<file path="src/rtl/uart_rx_fifo.sv">
// uart_rx_fifo
//   UART receiver with internal bit timing, mid-bit sampling, optional parity,
//   1 or 2 stop bits, and a first-word-fall-through receive FIFO whose fill
//   level drives CTS back to the remote transmitter.
//
//   State | Meaning
//   IDLE  | line idle, waiting for rx_s falling edge
//   START | timing to mid start bit, rejects glitches
//   DATA  | sampling DATA_BITS data bits, LSB first
//   PAR   | sampling the parity bit
//   STOP  | sampling STOP_BITS stop bits
//   BRK   | bad stop bit seen, waiting for line to return high
//
// Ports
//   clk, rst        clock, synchronous active-high reset
//   i_rx            asynchronous serial input, idle high
//   i_rd_en         pop FIFO head (ignored when empty)
//   i_clr_err       clears the sticky overrun flag
//   o_rd_data       FIFO head data, o_rd_perr its parity-error flag
//   o_rd_valid      FIFO not empty
//   o_fifo_count    FIFO occupancy 0..FIFO_DEPTH
//   o_cts           clear-to-send
//   o_frame_err     one-cycle pulse on a low stop bit
//   o_overrun       sticky, frame arrived while FIFO full
module uart_rx_fifo #(
    parameter int CLKS_PER_BIT = 16,
    parameter int DATA_BITS    = 8,
    parameter int PARITY       = 0,
    parameter int STOP_BITS    = 1,
    parameter int FIFO_DEPTH   = 8,
    parameter int CTS_MARGIN   = 2
) (
    input  logic                          clk,
    input  logic                          rst,
    input  logic                          i_rx,
    input  logic                          i_rd_en,
    input  logic                          i_clr_err,
    output logic [DATA_BITS-1:0]          o_rd_data,
    output logic                          o_rd_perr,
    output logic                          o_rd_valid,
    output logic [$clog2(FIFO_DEPTH):0]   o_fifo_count,
    output logic                          o_cts,
    output logic                          o_frame_err,
    output logic                          o_overrun
);

    localparam int TW = $clog2(CLKS_PER_BIT);
    localparam int BW = 4;
    localparam int PW = $clog2(FIFO_DEPTH);
    localparam int CW = PW + 1;

    localparam logic [TW-1:0] TICK_FULL = TW'(CLKS_PER_BIT - 1);
    localparam logic [TW-1:0] TICK_HALF = TW'(CLKS_PER_BIT / 2 - 1);
    localparam logic [BW-1:0] LAST_DATA = BW'(DATA_BITS - 1);
    localparam logic [BW-1:0] LAST_STOP = BW'(STOP_BITS - 1);
    localparam logic [CW-1:0] CNT_FULL  = CW'(FIFO_DEPTH);
    // free > margin  <=>  count < depth - margin
    localparam logic [CW-1:0] CTS_LIMIT = CW'(FIFO_DEPTH - CTS_MARGIN);

    typedef enum logic [2:0] {IDLE, START, DATA, PAR, STOP, BRK} state_t;

    state_t                 r_state, w_state_nxt;
    logic                   r_rx_meta, r_rx_s;
    logic [TW-1:0]          r_timer;
    logic [BW-1:0]          r_bit_cnt;
    logic [DATA_BITS-1:0]   r_shift;
    logic                   r_perr;
    logic                   r_push;
    logic                   r_frame_err;
    logic                   r_overrun;
    logic                   r_cts;
    logic [DATA_BITS:0]     r_mem [FIFO_DEPTH];
    logic [PW-1:0]          r_wr_ptr, r_rd_ptr;
    logic [CW-1:0]          r_count;

    logic w_full_tick, w_half_tick;
    logic w_timer_clr, w_shift_en, w_par_en, w_bit_inc, w_bit_clr;
    logic w_push_set, w_ferr_set, w_perr_clr;
    logic w_pop, w_push_ok, w_ovr_set;
    logic [CW-1:0]      w_count_nxt;
    logic [DATA_BITS:0] w_head;

    assign w_full_tick = (r_timer == TICK_FULL);
    assign w_half_tick = (r_timer == TICK_HALF);

    always_ff @(posedge clk) begin
        if (rst) begin
            r_rx_meta <= 1'b1;
            r_rx_s    <= 1'b1;
            r_state   <= IDLE;
        end else begin
            r_rx_meta <= i_rx;
            r_rx_s    <= r_rx_meta;
            r_state   <= w_state_nxt;
        end
    end

    always_comb begin
        w_state_nxt = r_state;
        w_timer_clr = 1'b0;
        w_shift_en  = 1'b0;
        w_par_en    = 1'b0;
        w_bit_inc   = 1'b0;
        w_bit_clr   = 1'b0;
        w_push_set  = 1'b0;
        w_ferr_set  = 1'b0;
        w_perr_clr  = 1'b0;
        case (r_state)
            IDLE: begin
                if (!r_rx_s) begin
                    w_state_nxt = START;
                    w_timer_clr = 1'b1;
                    w_perr_clr  = 1'b1;
                end
            end
            START: begin
                if (w_half_tick) begin
                    w_timer_clr = 1'b1;
                    w_bit_clr   = 1'b1;
                    w_state_nxt = r_rx_s ? IDLE : DATA;
                end
            end
            DATA: begin
                if (w_full_tick) begin
                    w_timer_clr = 1'b1;
                    w_shift_en  = 1'b1;
                    if (r_bit_cnt == LAST_DATA) begin
                        w_bit_clr   = 1'b1;
                        w_state_nxt = (PARITY != 0) ? PAR : STOP;
                    end else begin
                        w_bit_inc = 1'b1;
                    end
                end
            end
            PAR: begin
                if (w_full_tick) begin
                    w_timer_clr = 1'b1;
                    w_par_en    = 1'b1;
                    w_state_nxt = STOP;
                end
            end
            STOP: begin
                if (w_full_tick) begin
                    w_timer_clr = 1'b1;
                    if (!r_rx_s) begin
                        w_ferr_set  = 1'b1;
                        w_state_nxt = BRK;
                    end else if (r_bit_cnt == LAST_STOP) begin
                        w_push_set  = 1'b1;
                        w_state_nxt = IDLE;
                    end else begin
                        w_bit_inc = 1'b1;
                    end
                end
            end
            BRK: begin
                if (r_rx_s) w_state_nxt = IDLE;
            end
            default: w_state_nxt = IDLE;
        endcase
    end

    // Receive datapath; push and frame error are delayed one cycle after the stop sample.
    always_ff @(posedge clk) begin
        if (rst) begin
            r_timer     <= '0;
            r_bit_cnt   <= '0;
            r_shift     <= '0;
            r_perr      <= 1'b0;
            r_push      <= 1'b0;
            r_frame_err <= 1'b0;
        end else begin
            r_timer     <= w_timer_clr ? '0 : r_timer + 1'b1;
            r_push      <= w_push_set;
            r_frame_err <= w_ferr_set;
            if (w_bit_clr)      r_bit_cnt <= '0;
            else if (w_bit_inc) r_bit_cnt <= r_bit_cnt + 1'b1;
            if (w_shift_en) r_shift <= {r_rx_s, r_shift[DATA_BITS-1:1]};
            if (w_perr_clr)    r_perr <= 1'b0;
            else if (w_par_en) r_perr <= ((^r_shift) ^ r_rx_s) != (PARITY == 1);
        end
    end

    // A pop on the same cycle frees the slot a push into a full FIFO needs.
    assign w_pop     = i_rd_en && (r_count != '0);
    assign w_push_ok = r_push && ((r_count != CNT_FULL) || w_pop);
    assign w_ovr_set = r_push && (r_count == CNT_FULL) && !w_pop;

    always_comb begin
        w_count_nxt = r_count;
        if (w_push_ok && !w_pop)      w_count_nxt = r_count + 1'b1;
        else if (!w_push_ok && w_pop) w_count_nxt = r_count - 1'b1;
    end

    always_ff @(posedge clk) begin
        if (w_push_ok) r_mem[r_wr_ptr] <= {r_perr, r_shift};
    end

    always_ff @(posedge clk) begin
        if (rst) begin
            r_wr_ptr  <= '0;
            r_rd_ptr  <= '0;
            r_count   <= '0;
            r_overrun <= 1'b0;
            r_cts     <= 1'b1;
        end else begin
            if (w_push_ok) r_wr_ptr <= r_wr_ptr + 1'b1;
            if (w_pop)     r_rd_ptr <= r_rd_ptr + 1'b1;
            r_count <= w_count_nxt;
            r_cts   <= (w_count_nxt < CTS_LIMIT);
            if (w_ovr_set)      r_overrun <= 1'b1;
            else if (i_clr_err) r_overrun <= 1'b0;
        end
    end

    // Head is forced to zero when empty so stale memory never shows on the outputs.
    assign w_head       = (r_count != '0) ? r_mem[r_rd_ptr] : '0;
    assign o_rd_data    = w_head[DATA_BITS-1:0];
    assign o_rd_perr    = w_head[DATA_BITS];
    assign o_rd_valid   = (r_count != '0);
    assign o_fifo_count = r_count;
    assign o_cts        = r_cts;
    assign o_frame_err  = r_frame_err;
    assign o_overrun    = r_overrun;

endmodule

</file>
<file path="config.mk">
export PLATFORM = sky130hd
export DESIGN_NAME = uart_rx_fifo
export DESIGN_NICKNAME = d
export VERILOG_FILES = /design/src/rtl/uart_rx_fifo.sv
export SDC_FILE = /design/constraint.sdc
export NUM_CORES = 1
export LEC_CHECK = 0
export CAP_MARGIN = 20
export CORE_MARGIN = 2
export CORE_UTILIZATION = 54
export DETAILED_ROUTE_END_ITERATION = 7
export GPL_ROUTABILITY_DRIVEN = 0
export PLACE_DENSITY = 0.75
export SLEW_MARGIN = 20
export SYNTH_ARGS = -nofsm -noshare
export SYNTH_HDL_FRONTEND = slang
export SYNTH_SLANG_ARGS = --single-unit
</file>
<file path="constraint.sdc">
create_clock -name clk -period 2.3 [get_ports clk]
set_input_delay 0.46 -clock clk [delete_from_list [all_inputs] [get_ports clk]]
set_output_delay 0.46 -clock clk [all_outputs]
set_load 0.02 [all_outputs]
</file>
==> results.md <==
* Core area at approximately 0.0083 sq mm
* Worst path required time at 1840 ps
* Via count at 2626
* Clk pin slew, worst setup/hold paths at ~110 ps
* Initial antenna violation count at 0
* Gr usage total at 0.179
* Post-layout worst setup margin at 21.6 ps
* DR WL/cell at ~17 um
* Initial Util at 0.561
* Hold Fails Final Rpt at 0
* Max clock buf depth at 2
* Hold Buf Count CTS at 0
* Layout Cells excl Fill at between 400 and 500
* Placed Cells at 461
* Synth warn at 0
* Slew Limit Fails at 0
* Tmin final at 2280 ps
* Final core occ at 0.641
* Vias per cell at 5.46
* Ys flop type: edfxtp_1
* Total power draw at 0.00463 W
* Avg Cell Area, Syn at 14.3 sq um
* Detailed Place HPWL at 5.28 mm
* WP data arrival at 1820 ps
* CP max FO at 8
* Synth Net Count at 338
* Syn Inst Count at approximately 330
* First-pass GRT wire length at about 13 mm
* EDFF count, synth at 72
* Status: complete, no violations
* RSZ-0062 raised after global routing: yes
* Vias in the first global route at 2644
* Die width at 96.8 um
* HP Class: flip-flop to flip-flop
* Die area at 0.00937 sq mm
* Largest net degree at the start of global routing at 25
* CTS tree: yes
* Setup WS pre-CTS at -199 ps
* Standard-cell rows at 33
* Setup tns final at 0 ps
* Leak at 1.95 nW
* Synth unique cells at 52
* Startpoint type of the worst setup path: flip-flop
* Synthesized area at roughly 0.0047 sq mm
* Ys async rst share at 0
* Setup-failing EPs final at 0
* Routed Antenna Nets at 0
* First drt pass iteration count at 4
* GR Overflow Total at 0
* Total inserted antenna cells at 0
* Worst-skew pair later-pin latency at 370 ps
* Iteration-0 DRC Markers at 160
* Seq/Total Area, Yosys at 0.633
* Period utilization at 0.991
* DIE HEIGHT at just under 100 um
* # DRC at 0
* Clock sink total at 111
* Least-Margin Pin Slew at about 610 ps
* I/O pins at 22
* Maximum VDD drop at 0.597 mV
* Post-synthesis register bit count at 111
* Layout Nets at 383
* Root Buffer: clkbuf_8
* Max_slew headroom at 0.588
* IO buf count at 21
* Max-capacitance violation count at 0
* Power per Cell Area at slightly below 900 mW/mm^2
* Proportion of layout cells with a drive suffix above 1 at 0.239
* Fmax at 439 MHz
* Crit path kind: flip-flop to primary output
* Drt total wl at 7.98 mm
* CTS H-tree lvls at 3
* Clock buffer count from CTS at 9
* Area Growth Syn to Fin at 14.4%
* Worst Skew at around 11 ps
* Crit path capture type: primary output
registers in the layout (all words and copies together), names as in the netlist, 3 cells and up, named ones only:
signal / count
o_fifo_count: 4
r_bit_cnt: 4
r_mem: 72
r_rd_ptr: 3
r_shift: 8
r_state: 3
r_timer: 4
r_wr_ptr: 3
power breakdown:
part	internal [W]	leakage (nW)	total, W	switching, W
registers	0.00216	0.970	0.00221	0.0000551
clock network	0.000421	0.0956	0.00111	0.000686
logic	0.000635	0.880	0.00131	0.000678
metal layers:
metal	routed length [um]	global-route usage	vias to the layer above
li1	-	-	1290
met1	3640	0.240	1290
met2	3990	0.294	37
met3	232	0.0347	9
met4	122	0.0661	0
met5	0	0	-
final cells by class:
type	count	area, sq um
sequential	111	2950
fill	611	2980
clock buffer	9	124
inverter	10	38.8
tap	105	131
timing repair buffer	49	412
multi-input combinational	190	1610
clock inverter	7	63.8
Yosys cell counts (all sizes together), types with 2 or more instances:
master    n  area, sq um
nor2b     5         33.8
nor2     46          173
nor3      7         40.0
xor2      6         52.6
and2      2         12.5
a21oi     7         35.0
ha        7         87.6
clkbuf    7         37.5
o21ai     2         13.8
edfxtp   72         2160
o2bb2ai   2         17.5
inv       9         33.8
a2bb2oi   3         26.3
mux2i    21          210
nand3b    3         22.5
nand3    10         50.1
dfxtp    39          781
or2       2         12.5
and3      2         12.5
a211oi    2         15.0
nand2    11         41.3
mux4     18          405
xnor2    10         95.1
nor3b     2         20.0
and4bb    2         25.0
nand2b    6         37.5
buf       8         47.5
worst max-delay path: stages (launching register included):
cell	delay [ps]
dfxtp_4	410
buf_8	150
mux4_2	520
mux2i_2	170
nor2_1	50
buf_2	150
path summary, 6_finish.rpt:
check                       to  slack (ps)  cells after the start            start
setup / recovery  o_rd_data[3]          20                      5        flip-flop
hold / removal          r_rx_s         420                      1        r_rx_meta
setup reg to reg   r_mem[7][4]         330                      8  o_fifo_count[0]
hold reg to reg         r_rx_s         420                      1        r_rx_meta
per-stage QoR:
stage | hold slack (ps) | instance area, sq um
CTS | 421 | 5280
global placement | 392 | 5100
detailed placement | 396 | 5100
floorplan | 389 | 4660
global route | 438 | 5320
finish | 419 | 5320
kinds of logic after synthesis:
| group | share of synthesized area |
|---|---|
| fa+ha+maj | 0.0188 |
| simple gates | 0.110 |
| mux | 0.136 |
| buf+inv | 0.0266 |
| flops | 0.633 |
| compound gates | 0.0395 |
| xor+xnor | 0.0366 |
timing repair:
| item | in CTS | in global routing |
|---|---|---|
| endpoints found under the setup margin | 10 | 8 |
| endpoints found under the hold margin | 0 | 0 |
| buffers inserted | 2 | 1 |
| pin swaps | 0 | 0 |
| resized for setup | 44 | 2 |
| cloned | 0 | 1 |
placed cells by master (no fill, tap or decap), types with 3 or more instances in the layout:
master	instances
a2bb2oi_1	3
ha_1	7
a21oi_1	7
buf_2	9
nor3_2	3
clkbuf_8	9
xnor2_1	9
nand2b_1	6
nand2_1	11
clkdlybuf4s50_1	11
dfxtp_1	38
xor2_1	6
mux4_2	18
nor3_1	4
inv_1	9
nor2_1	46
nor2b_1	4
edfxtp_1	72
mux2i_1	20
inv_8	3
buf_4	25
nand3_1	10
nand3b_1	3
Note: power is estimated with default switching activity, not from simulation.
